`src/rtl/accum_dump.sv`:
```
// Sweeps every accumulator address through the 1-cycle read port and streams the entries out
// on valid/ready. Entries with a zero count can be dropped.
module accum_dump #(
    parameter int ADDR_WIDTH = 14,
    parameter bit SKIP_ZERO  = 1'b1
) (
    input  logic        clk,
    input  logic        reset,
    input  logic        start,
    output logic        busy,
    output logic        done,
    output logic [31:0] rd_addr,
    input  logic [63:0] rd_q,
    output logic        m_valid,
    input  logic        m_ready,
    output logic [31:0] m_addr,
    output logic [63:0] m_data,
    output logic [31:0] count
);

    typedef enum logic [1:0] {
        IDLE  = 2'd0,
        SCAN  = 2'd1,
        DRAIN = 2'd2,
        DONE  = 2'd3
    } state_t;

    state_t                  state_q, state_d;
    logic [ADDR_WIDTH-1:0]   scan_q;
    logic [ADDR_WIDTH-1:0]   iss_addr_q;
    logic                    inflight_q;
    logic [1:0]              occ_q;
    logic [ADDR_WIDTH-1:0]   addr0_q, addr1_q;
    logic [63:0]             data0_q, data1_q;
    logic [31:0]             count_q;

    logic                    issue;
    logic                    sweep_start;
    logic                    pop;
    logic                    push;
    logic                    credit_ok;

    assign pop  = m_valid && m_ready;
    assign push = inflight_q && !(SKIP_ZERO && (rd_q[31:0] == 32'd0));

    // FIFO entries plus the read still in flight may never exceed the two slots.
    assign credit_ok = ({1'b0, occ_q} + {2'b00, inflight_q}) < (3'd2 + {2'b00, pop});

    always_ff @(posedge clk) begin
        if (reset) begin
            state_q <= IDLE;
        end else begin
            state_q <= state_d;
        end
    end

    always_comb begin
        state_d     = state_q;
        issue       = 1'b0;
        sweep_start = 1'b0;
        case (state_q)
            IDLE: begin
                if (start) begin
                    state_d     = SCAN;
                    sweep_start = 1'b1;
                end
            end
            SCAN: begin
                if (credit_ok) begin
                    issue = 1'b1;
                    if (scan_q == {ADDR_WIDTH{1'b1}}) begin
                        state_d = DRAIN;
                    end
                end
            end
            DRAIN: begin
                if (!inflight_q && ((occ_q == 2'd0) || ((occ_q == 2'd1) && pop))) begin
                    state_d = DONE;
                end
            end
            DONE: begin
                state_d = IDLE;
            end
            default: begin
                state_d = IDLE;
            end
        endcase
    end

    always_ff @(posedge clk) begin
        if (reset) begin
            scan_q     <= '0;
            iss_addr_q <= '0;
            inflight_q <= 1'b0;
            count_q    <= 32'd0;
        end else begin
            inflight_q <= issue;
            if (sweep_start) begin
                scan_q <= '0;
            end else if (issue) begin
                scan_q     <= scan_q + 1'b1;
                iss_addr_q <= scan_q;
            end
            if (sweep_start) begin
                count_q <= 32'd0;
            end else if (pop) begin
                count_q <= count_q + 32'd1;
            end
        end
    end

    // Two-slot shift FIFO: slot 0 is always the head driving the output.
    always_ff @(posedge clk) begin
        if (reset) begin
            occ_q   <= 2'd0;
            addr0_q <= '0;
            addr1_q <= '0;
            data0_q <= 64'd0;
            data1_q <= 64'd0;
        end else begin
            case ({push, pop})
                2'b10: begin
                    if (occ_q == 2'd0) begin
                        addr0_q <= iss_addr_q;
                        data0_q <= rd_q;
                    end else begin
                        addr1_q <= iss_addr_q;
                        data1_q <= rd_q;
                    end
                    occ_q <= occ_q + 2'd1;
                end
                2'b01: begin
                    addr0_q <= addr1_q;
                    data0_q <= data1_q;
                    occ_q   <= occ_q - 2'd1;
                end
                2'b11: begin
                    if (occ_q == 2'd1) begin
                        addr0_q <= iss_addr_q;
                        data0_q <= rd_q;
                    end else begin
                        addr0_q <= addr1_q;
                        data0_q <= data1_q;
                        addr1_q <= iss_addr_q;
                        data1_q <= rd_q;
                    end
                end
                default: begin
                end
            endcase
        end
    end

    assign busy    = (state_q == SCAN) || (state_q == DRAIN);
    assign done    = (state_q == DONE);
    assign rd_addr = {{(32-ADDR_WIDTH){1'b0}}, scan_q};
    assign m_valid = (occ_q != 2'd0);
    assign m_addr  = {{(32-ADDR_WIDTH){1'b0}}, addr0_q};
    assign m_data  = data0_q;
    assign count   = count_q;

endmodule

```
`config.mk`:
```
export PLATFORM = sky130hd
export DESIGN_NAME = accum_dump
export DESIGN_NICKNAME = d
export VERILOG_FILES = /design/src/rtl/accum_dump.sv
export SDC_FILE = /design/constraint.sdc
export NUM_CORES = 1
export LEC_CHECK = 0
export CORE_MARGIN = 5
export CORE_UTILIZATION = 24
export DETAILED_ROUTE_END_ITERATION = 8
export GPL_ROUTABILITY_DRIVEN = 0
export GPL_TIMING_DRIVEN = 0
export RECOVER_POWER = 25
export SLEW_MARGIN = 20
export SYNTH_ARGS = -nofsm -noshare
export SYNTH_HDL_FRONTEND = slang
export SYNTH_SLANG_ARGS = --single-unit
export TNS_END_PERCENT = 5
```
`constraint.sdc`:
```
create_clock -name clk -period 2.9 [get_ports clk]
set_input_delay 0.58 -clock clk [delete_from_list [all_inputs] [get_ports clk]]
set_output_delay 0.58 -clock clk [all_outputs]
set_load 0.02 [all_outputs]
```
Word-level counts from Yosys, hierarchy flattened

Index checks and enable logic that the tools add are counted.

Flip-flop bits (word level): 221
Output and inout bits: 163
Word-level logic and storage cells: 75

Add/subtract/negate cells: 6
$lt $le $gt $ge: 1
Eq/ne operators: 15
Muxes and demuxes: 22
Bitwise gates (word level): 1
Reduce and logical (&&, ||, !) cells: 20

Operators with widths:

| kind                                                                   | count |
|---|---|
| 64-bit two-way mux                                                     | 4 |
| 64-bit one-hot mux with 3 select lines                                 | 1 |
| 64-bit one-hot mux with 2 select lines                                 | 1 |
| 14-bit two-way mux                                                     | 4 |
| 14-bit one-hot mux with 3 select lines                                 | 1 |
| 32-bit by 1-bit adder with 32-bit output (second input constant)       | 1 |
| 32-bit zero test                                                       | 1 |
| 14-bit one-hot mux with 2 select lines                                 | 1 |
| 14-bit by 1-bit adder with 14-bit output (second input constant)       | 1 |
| 14-bit equality test (second input constant)                           | 1 |
| 2-bit inequality test (second input constant)                          | 7 |
| 2-bit equality test (second input constant)                            | 4 |
| 2-bit two-way mux                                                      | 4 |
| 2-bit one-hot mux with 4 select lines                                  | 1 |
| 2-bit by 1-bit equality test with 1-bit output (second input constant) | 3 |
| 2-bit nonzero test                                                     | 3 |
| 1-bit logical AND                                                      | 4 |
| 2-bit zero test                                                        | 2 |
| 1-bit two-way mux                                                      | 4 |
| 2-bit one-hot mux with 2 select lines                                  | 1 |
| 2-bit AND reduction                                                    | 2 |
| 4-bit AND reduction                                                    | 1 |
| 2-bit by 1-bit adder with 3-bit output                                 | 1 |
| 2-bit by 1-bit adder with 3-bit output (first input constant)          | 1 |
| other kinds (9)                                                        | 11 |

Longest topological paths before layout

Gate-level depths: netlist of the first run.

Depth after elaboration: 7
Gate-level depth with buffers: 15
Gate-level depth less buffers: 10

Least setup slack after synthesis of the first run

No wires, ideal clock.

Kind: reg2reg
Start point: reg occ_q[0]
End point: reg data1_q[59]
Data arrival time: 2.702 ns
Required time: 2.829 ns
Slack: 0.128 ns
Stages on the path, launching flop included: 14
Path buffers: 5
Cell sequence: dfxtp_1 inv_1 ha_1 buf_6 inv_1 nand2_1 clkbuf_1 clkbuf_1 ha_1 o211ai_1 clkbuf_1 clkbuf_1 nand2_1 a21oi_1

Longest elaborated chain between the ends: 5

RTL lines:

| element                                                                      | RTL line | RTL |
|---|---|---|
| start: declaration                                                           | 32       | `logic [1:0] occ_q;` |
| start signal: assignment                                                     | 130      | `occ_q <= occ_q + 2'd1;` |
| start signal: assignment                                                     | 135      | `occ_q <= occ_q - 2'd1;` |
| 2-bit nonzero test (*)                                                       | 157      | `assign m_valid = (occ_q != 2'd0);` |
| named net m_valid                                                            | 14       | `output logic m_valid,` |
| 1-bit logical AND (*)                                                        | 43       | `assign pop = m_valid && m_ready;` |
| 2-bit equality test                                                          | 121      | `case ({push, pop})` |
| 2-bit inequality test (no line) / 2-bit nonzero test (equally long branches) | -        |  |
| 3-bit AND reduction (no line)                                                | -        |  |
| end signal: assignment                                                       | 128      | `data1_q <= rd_q;` |
| end signal: assignment                                                       | 145      | `data1_q <= rd_q;` |
| end: declaration                                                             | 34       | `logic [63:0] data0_q, data1_q;` |

Mark *: on every way through the listed nets, which the timed path passes. The rest lies on a longest branch.
A chain may end at the register's enable or synchronous reset.

Final worst setup path of the first run

Start point: in rd_q[7]
End point: reg data0_q[44], in the netlist m_data[44]

Longest elaborated chain between the ends: 6

RTL lines:

| element                                                                                      | RTL line | RTL |
|---|---|---|
| start: declaration                                                                           | 13       | `input logic [63:0] rd_q,` |
| 32-bit zero test (*)                                                                         | 44       | `assign push = inflight_q && !(SKIP_ZERO && (rd_q[31:0] == 32'd0));` |
| 1-bit zero test (*)                                                                          | 44       |  |
| 1-bit logical AND (*)                                                                        | 44       |  |
| 2-bit equality test / 2-bit by 1-bit equality test with 1-bit output (equally long branches) | 121      |  |
| 2-bit inequality test (no line) / 3-bit nonzero test (equally long branches)                 | -        |  |
| 2-bit AND reduction (no line)                                                                | -        |  |
| end signal: assignment                                                                       | 125      | `data0_q <= rd_q;` |
| end signal: assignment                                                                       | 134      | `data0_q <= data1_q;` |
| end signal: assignment                                                                       | 140      | `data0_q <= rd_q;` |
| end: declaration                                                                             | 34       |  |

Mark *: on every way between the ends. The rest lies on a longest branch, timed or not.

==> flow_results.org, run 1 <==
** Cells and area
- Layout cells sized above 1 :: 11.9%
- The library cell used most frequently in the layout, excluding fill and tap cells, is sky130_fd_sc_hd__dfxtp_1.
- For this run, the post-layout net count is 1450.
- In the final layout, the multi-input gates occupy 4300 um2.
- Leaving out fill and tap cells, the most frequent cells in the layout are sky130_fd_sc_hd__dfxtp_1 (220), sky130_fd_sc_hd__nand2_1 (182), sky130_fd_sc_hd__clkdlybuf4s50_1 (117).
- Number of filler cells placed in the layout :: 3985
- After the flow finishes, the layout carries non-filler instances totaling 1907.
- Area taken by flip-flops and latches :: 4430 um2
- Compared with the post-synthesis result, the final layout area differs by 42.1%.

** Timing
- Worst hold-check slack :: 406 ps
- The max-slew violation total from the final report was 0.
- Across the routed clock network, the largest skew measured is 15.2 ps.
- Setup violations remaining at the end of the flow were counted as 0.
- Min cycle time layout :: 2820 ps
- Post-Route Setup TNS :: 0 ps
- Setup repair after global routing missed its margin :: yes
- Tcrit/Tclk final :: 97.2%
- Timing would allow up to 355 MHz.
- In this run the tightest slew margin relative to its limit is 51.0%.
- For the pin with the worst max-slew slack, the measured transition is 727 ps.
- Final Hold Fails :: 0

** Clocking
- H-tree levels :: 1
- Total of hold buffers inserted after clock tree synthesis :: 0
- Clk Latency, worst-skew pair :: 540 ps
- TritonCTS created 27 clock buffers.
- Maximum root-to-sink buffer count :: 3
- Clock-pin slew was measured on the worst setup and hold paths at 60 ps.
- The cell sitting at the root of the clock tree is a sky130_fd_sc_hd__clkbuf_16.
- TritonCTS built the clock tree.
- The clock drives 221 sinks.

** Logic synthesis
- After synthesis the netlist holds a flip-flop and latch count of 221.
- Summing every instance area after synthesis gives 9490 um2.
- Distinct cell type count after synthesis :: 44
- In this run, synthesis inferred 0 flip-flops with an integrated enable.
- Sequential cells were found to cover 46.6% of the synthesized design area.
- Synthesis handed over a netlist of 1102 instances.
- During synthesis, Yosys emitted a total of 0 warnings.
- In the synthesized netlist the async set-or-reset flop fraction comes to 0%.
- Synthesized area per cell :: 8.62 um2
- Top FF cell, synth :: sky130_fd_sc_hd__dfxtp_1

** Worst setup path
- Setup Crit Path Kind :: in2reg
- Type of destination of the critical path :: register
- In this run the number of cells on the critical path is 12.
- Critical path's top delay family :: buffers and inverters
- Startpoint type of the worst setup path :: input pin
- Reg-to-reg startpoint :: occ_q[1]
- Source of the critical timing path :: rd_q[7]
- The number of cells on the worst reg-to-reg path is 15.
- By instance count, the cell type seen most on the critical path is sky130_fd_sc_hd__buf_4.
- The largest individual stage delay along the critical path comes from the cell sky130_fd_sc_hd__clkdlybuf4s50_1.
- Internal reg-to-reg setup slack :: 210 ps
- The critical path contains buffers and inverters numbering 4 combined.
- Capturing element of the worst setup path :: m_data[44]
- Critical register-to-register path endpoint :: data1_q[36]
- The largest single stage delay on the critical path is 490 ps.
- The signal on the critical path passes through clkdlybuf4s50_1, nor4_2, nand4_1, o21ai_2, buf_4, ha_1, a21oi_2, nor2_4, buf_4, buf_4, a222oi_1, a211oi_1.
- Req. time, crit path :: 3340 ps
- Of all nets on the critical path, the largest fanout is 10.
- Worst path arrival time :: 3260 ps

** Floorplanning
- Top-Level Pins :: 231
- Once the floorplan was initialized, standard cells occupied 24.4% of the core.
- Die Area :: 43600 um2
- From left edge to right edge, the die measures 209 um.
- Vertical extent of the die :: 209 um
- Number of cell rows :: 72
- Placeable core area :: 38900 um2

** Power
- The worst-case IR drop observed on VDD is 0.514 mV.
- Seq pwr share :: 31.9%
- Combinational cells account for 39.4% of the total power.
- Sw Share :: 36.9%
- In this run the power spent charging and discharging nets is 4670 uW.
- Internal power comes to 7970 uW.
- Leak pwr :: 0.00486 uW
- Clock network fraction of total power :: 28.7%
- PD cells :: 937 nW/um2

** Detailed routing
- After detailed routing, the number of vias per cell comes to 4.72.
- Wire length reported by the detailed router :: 32000 um
- The detailed router placed 9000 vias in this run.
- Post-detailed-route DRC marker count :: 9
- Routed WL per cell :: 16.8 um
- The pre-antenna-repair detailed-routing pass consisted of 9 iterations.
- ANT nets after route :: 0
- Number of violations reported at the end of detailed-routing iteration 0 :: 729

** Global route
- Largest net degree at the start of global routing :: 14
- The via count of the first global-routing pass is 8717.
- For this run, the total global-route usage over all layers was measured as 13.8%.
- First-pass GRT wire length :: 49400 um
- Total congestion overflow :: 0
- The number of antenna violations at the first check in global routing came to 7.

** Placed design
- Final HPWL DP :: 23700 um
- Port Buffers :: 193
- Placed Cells :: 1848

** Status
- Outcome :: finished with violations
- The final reports fail on design-rule violations.

** Min path
- The tightest min-delay check is of the in2reg type.

** Job
- Max-cap violation count :: 0
logic make-up after synthesis:
kind of cell,synth area share (%)
compound gates,21.3
xor+xnor,3.51
fa+ha+maj,1.85
buf+inv,10.8
flops,46.6
mux,1.48
other cells,0.0395
simple gates,14.5
cells in the mapped netlist (2+ instances only):
cell type	number	area (um2)
sky130_fd_sc_hd__xor2_1	10	87.6
sky130_fd_sc_hd__nand3_1	12	60.1
sky130_fd_sc_hd__o211ai_1	2	15.0
sky130_fd_sc_hd__nor4_1	11	68.8
sky130_fd_sc_hd__xnor2_1	28	245
sky130_fd_sc_hd__a222oi_1	78	781
sky130_fd_sc_hd__and4_1	6	52.6
sky130_fd_sc_hd__ha_1	14	175
sky130_fd_sc_hd__o21ai_0	14	70.1
sky130_fd_sc_hd__dfxtp_1	221	4420
sky130_fd_sc_hd__mux2i_1	14	140
sky130_fd_sc_hd__buf_4	41	308
sky130_fd_sc_hd__a21oi_1	92	460
sky130_fd_sc_hd__and2_1	4	25.0
sky130_fd_sc_hd__buf_2	21	105
sky130_fd_sc_hd__nor3_1	18	90.1
sky130_fd_sc_hd__clkbuf_1	62	233
sky130_fd_sc_hd__a211oi_1	79	593
sky130_fd_sc_hd__nor2_1	58	218
sky130_fd_sc_hd__or3_1	7	43.8
sky130_fd_sc_hd__inv_1	98	368
sky130_fd_sc_hd__nand2_1	183	687
sky130_fd_sc_hd__nand4_1	8	50.1
flip-flops by register name (all words and copies together), names as in the netlist:
| signal | flops |
|---|---|
| m_data | 64 |
| occ_q | 2 |
| iss_addr_q | 14 |
| inflight_q | 1 |
| scan_q | 14 |
| addr0_q | 14 |
| data1_q | 64 |
| addr1_q | 14 |
| count | 32 |
| state_q | 2 |
power by group through the flow:
| stage | combinational (uW) | sequential (uW) | clock (uW) |
|---|---|---|---|
| 2_1_floorplan | 2390 | 4620 | 0 |
| 3_3_place_gp | 4870 | 4100 | 0 |
| 3_5_place_dp | 4940 | 4110 | 0 |
| 4_1_cts | 5110 | 4050 | 3720 |
| 5_1_grt | 5400 | 4130 | 3840 |
| 6_report | 4980 | 4040 | 3620 |
worst min-delay path: stages:
cell and delay, ps:
sky130_fd_sc_hd__dlymetal6s2s_1 170, sky130_fd_sc_hd__nand2_1 80, sky130_fd_sc_hd__a21oi_1 50
per-layer routing:
metal	vias up	track usage [%]	part of all wire [%]
li1	4357	-	-
met1	4256	17.9	42
met2	317	22.8	47
met3	60	4.00	8.3
met4	10	3.47	2.4
met5	-	0	0.23
layout make-up:
type                            instances  share of cell area, %
Clock inverter                         18                   1.81
Buffer                                124                   5.59
Clock buffer                           31                   5.34
Sequential cell                       221                   32.8
Multi-Input combinational cell        693                   31.9
Inverter                               98                   2.73
Tap cell                              518                   4.80
Timing Repair Buffer                  203                   15.0
Antenna cell                            1                 0.0185
timing repair:
action,4_1_cts,5_1_grt
pin swaps,8,15
resized for setup,59,37
setup buffers,8,2
gates cloned,0,0
endpoints found under the setup margin,156,140
worst min path at each step:
stage	start	to	slack [ps]	cells after the start
after global placement	data1_q[4]	data1_q[4]	440	2
after detailed placement	m_data[12]	m_data[12]	440	2
after floorplan	addr1_q[0]	addr1_q[0]	440	2
after CTS	data1_q[19]	data1_q[19]	450	2
final	rd_q[21]	data1_q[21]	410	3
after global routing	rd_q[21]	data1_q[21]	410	3
stage by stage:
stage                     utilization [%]  worst slack (ps)  total power (uW)  cell area (um2)
after global routing                 34.7             -19.4             13400            13500
after floorplan                         -               128              7010             9630
after global placement               31.4             -1900              8980            12200
after detailed placement             31.4             -1960              9040            12200
final                                34.7              80.5             12600            13500
after CTS                            34.4             -36.9             12900            13400
Power figures use the tool's default switching activity.
==> run 2: changes to the inputs <==
--- a/config.mk
+++ b/config.mk
@@ -5,8 +5,10 @@
 export SDC_FILE = /design/constraint.sdc
 export NUM_CORES = 1
 export LEC_CHECK = 0
+export CORE_ASPECT_RATIO = 1.2
 export CORE_MARGIN = 5
 export CORE_UTILIZATION = 24
+export CTS_CLUSTER_DIAMETER = 100
 export DETAILED_ROUTE_END_ITERATION = 8
 export GPL_ROUTABILITY_DRIVEN = 0
 export GPL_TIMING_DRIVEN = 0
==> run 2 against run 1 <==
The run ends with negative setup slack left. Sequential cell count unchanged. Design area is 1.4% lower. Wire length down 2.2%. Clock power decreased by 12%. Register-to-register slack got worse by 80 ps. Core utilization down 0.53 points. Critical path type unchanged. Critical endpoint is now addr0_q[8]. Largest cell class unchanged. Largest power group unchanged.
==> flow_results.org, run 2 (same netlist as run 1, synthesis figures left out) <==
** Status
- Outcome :: finished with violations (unchanged)
- Violations in the final reports :: negative setup slack (was design-rule violations)

** Detailed routing
- ANT nets after route :: 0 (unchanged)
- The number of DRC violations after detailed routing is 0 (was 9).
- The count of TritonRoute iterations in the first routing pass is 9 (unchanged).
- The via count came to 8852 (was 9000).
- The routed length per placed instance is 16.4 um (was 16.8 um).
- The detailed router's first-iteration violation count came to 812 (was 729).
- The total routed wirelength came to 31300 um (was 32000 um).
- Drt via density :: 4.64 (was 4.72)

** Floorplanning
- The cell row count came to 79 (was 72).
- The effective utilization at floorplan is 24.4% (about the same).
- Top-Level Pins :: 231 (unchanged)
- The area of the core region is 38900 um2 (about the same).
- Die outline width :: 192 um (was 209 um)
- Die Area :: 43700 um2 (was 43600 um2)
- The height of the die is 228 um (was 209 um).

** Power
- Fraction of power consumed by combinational cells :: 40.6% (was 39.4%)
- PD cells :: 913 nW/um2 (was 937 nW/um2)
- The switching fraction of total power came to 37.3% (was 36.9%).
- Leak pwr :: 0.00476 uW (was 0.00486 uW)
- Clock network fraction of total power :: 26.1% (was 28.7%)
- Power dissipated by switching net loads :: 4520 uW (was 4670 uW)
- Max VDD drop :: 0.445 mV (was 0.514 mV)
- The internal power contribution was 7620 uW (was 7970 uW).
- Seq pwr share :: 33.3% (was 31.9%)

** Timing
- The final hold violation count is 0 (unchanged).
- The post-route clock period utilization was 101% (was 97.2%).
- The clock tree skew after final layout was 11.5 ps (was 15.2 ps).
- The clock period minus final worst setup slack came to 2920 ps (was 2820 ps).
- Fmax :: 342 MHz (was 355 MHz)
- The max-slew headroom at the worst pin was 32.4% (was 51.0%).
- Setup repair after global routing missed its margin: yes (unchanged).
- The max-slew violation total from the final report came to 0 (unchanged).
- Minimum setup slack in the final design :: -20.4 ps (was 80.5 ps)
- Worst Tran Pin Value :: 1010 ps (was 727 ps)
- Total of endpoints with negative setup slack in the final report :: 1 (was 0)

** Worst setup path
- Setup Crit Path Kind :: in2reg (unchanged)
- Worst path arrival time :: 3290 ps (was 3260 ps)
- Reg2reg path depth :: 12 (was 15)
- Type of destination of the critical path :: register (unchanged)
- Critical path peak fanout :: 10 (unchanged)
- Req. time, crit path :: 3270 ps (was 3340 ps)
- Startpoint type of the worst setup path :: input pin (unchanged)

** Global route
- The first-pass GRT wire length is 48000 um (was 49400 um).
- The total routing resource utilization after global routing was 13.5% (was 13.8%).
- The number of antenna violations at the first check in global routing came to 0 (was 7).
- The global-route congestion overflow total came to 0 (unchanged).
- Vias in the first global route :: 8416 (was 8717)
- Largest net degree at the start of global routing :: 13 (was 14)

** Clocking
- Clk Latency, worst-skew pair :: 530 ps (was 540 ps)
- CTS buffer count :: 26 (was 27)
- Total of hold buffers inserted after clock tree synthesis :: 0 (unchanged)
- H-tree levels :: 1 (unchanged)
- The clock transition at the register clock pins on the worst setup and hold paths after CTS was 60 ps (about the same).
- CTS sink count :: 221 (unchanged)
- CTS tree :: yes (unchanged)
- The cell at the root of the clock tree is sky130_fd_sc_hd__clkbuf_16 (unchanged).
- The maximum buffer depth of the clock tree was 3 (unchanged).

** Min path
- Path category of the worst min-delay check :: in2reg (unchanged)
- The instance count along the most critical hold path was 3 (unchanged).

** Cells and area
- The layout overhead on the synthesized area is 40.1% (was 42.1%).
- Core Util, Final :: 34.1% (was 34.7%)
- The number of fillers in the final layout was 3982 (was 3985).
- Number of nets at the end of the flow :: 1448 (was 1450)
- Commonest non-fill, non-tap cells in the layout: sky130_fd_sc_hd__dfxtp_1 (221), sky130_fd_sc_hd__nand2_1 (181), sky130_fd_sc_hd__clkdlybuf4s50_1 (128) (was sky130_fd_sc_hd__dfxtp_1 (220), sky130_fd_sc_hd__nand2_1 (182), sky130_fd_sc_hd__clkdlybuf4s50_1 (117)).
- Layout cells sized above 1 :: 10.9% (was 11.9%)
- The most common library cell in the layout ignoring fill and taps was sky130_fd_sc_hd__dfxtp_1 (unchanged).
- N_diodes :: 0 (was 1)
- The summed area of non-filler cells in the final layout is 13300 um2 (was 13500 um2).

** Placed design
- Port Buffers :: 193 (unchanged)
- Placement-stage cell area :: 12200 um2 (about the same)
- The total half-perimeter wirelength after legalization and detailed placement came to 23200 um (was 23700 um).

** Job
- Max-cap violation count :: 0 (unchanged)
[run 2: path summary, 6_finish.rpt]
kind              start           to  slack [ps]
max            rd_q[22]   addr0_q[8]         -20
min            rd_q[26]  data1_q[26]         390
max reg2reg    occ_q[0]   m_data[27]         130
min reg2reg  m_data[53]   m_data[53]         450
[run 2: worst max-delay path, cell delays in order]
cell	delay (ps)
sky130_fd_sc_hd__clkdlybuf4s50_1	500
sky130_fd_sc_hd__nor4_4	290
sky130_fd_sc_hd__nand4_1	270
sky130_fd_sc_hd__o21ai_2	220
sky130_fd_sc_hd__inv_1	110
sky130_fd_sc_hd__ha_4	200
sky130_fd_sc_hd__nand2_2	110
sky130_fd_sc_hd__nand2_4	130
sky130_fd_sc_hd__clkbuf_2	250
sky130_fd_sc_hd__a222oi_1	540
sky130_fd_sc_hd__a211oi_1	90
[run 2: power groups by stage]
stage	registers, uW	logic (uW)	clock network, uW
floorplan	4620	2390	0
global placement	4110	4870	0
detailed placement	4120	4900	0
CTS	4070	5040	3250
global route	4130	5330	3380
finish	4040	4920	3170
[run 2: layer usage]
metal | up-vias | part of all wire, % | global-route usage [%] | routed length (um)
met5 | - | 0 | 0 | 0
met4 | 0 | 2.0 | 3.28 | 642
met3 | 39 | 7.8 | 3.10 | 2450
met2 | 337 | 49 | 23.4 | 15400
met1 | 4147 | 41 | 17.0 | 12900
li1 | 4329 | - | - | -
[run 2: timing repair]
item / 4_1_cts / 5_1_grt
pin swaps: 9 / 11
cloned: 0 / 0
setup endpoints to repair: 156 / 133
setup buffers: 7 / 1
gates resized for setup: 50 / 44
[run 2: stage by stage]
stage / total power [uW] / std cells / setup slack [ps] / hold WS [ps] / setup TNS, ps
2_1_floorplan: 7010 / 1137 / 128 / 436 / 0
3_3_place_gp: 8980 / 1856 / -1770 / 441 / -190020
3_5_place_dp: 9020 / 1856 / -1790 / 445 / -197250
4_1_cts: 12400 / 1906 / 3.66 / 454 / 0
5_1_grt: 12800 / 1907 / -91.2 / 392 / -633
6_report: 12100 / 1907 / -20.4 / 387 / -20.4
[run 2: final cells by class]
cell class              count  area [um2]  area share, %
clock inverters             9         103          0.772
multi-input cells         693        4280           32.2
well taps                 526         658           4.95
repair buffers            201        2000           15.1
flip-flops and latches    221        4420           33.3
plain buffers             125         753           5.66
clock buffers              34         712           5.35
inverters                  98         368           2.77
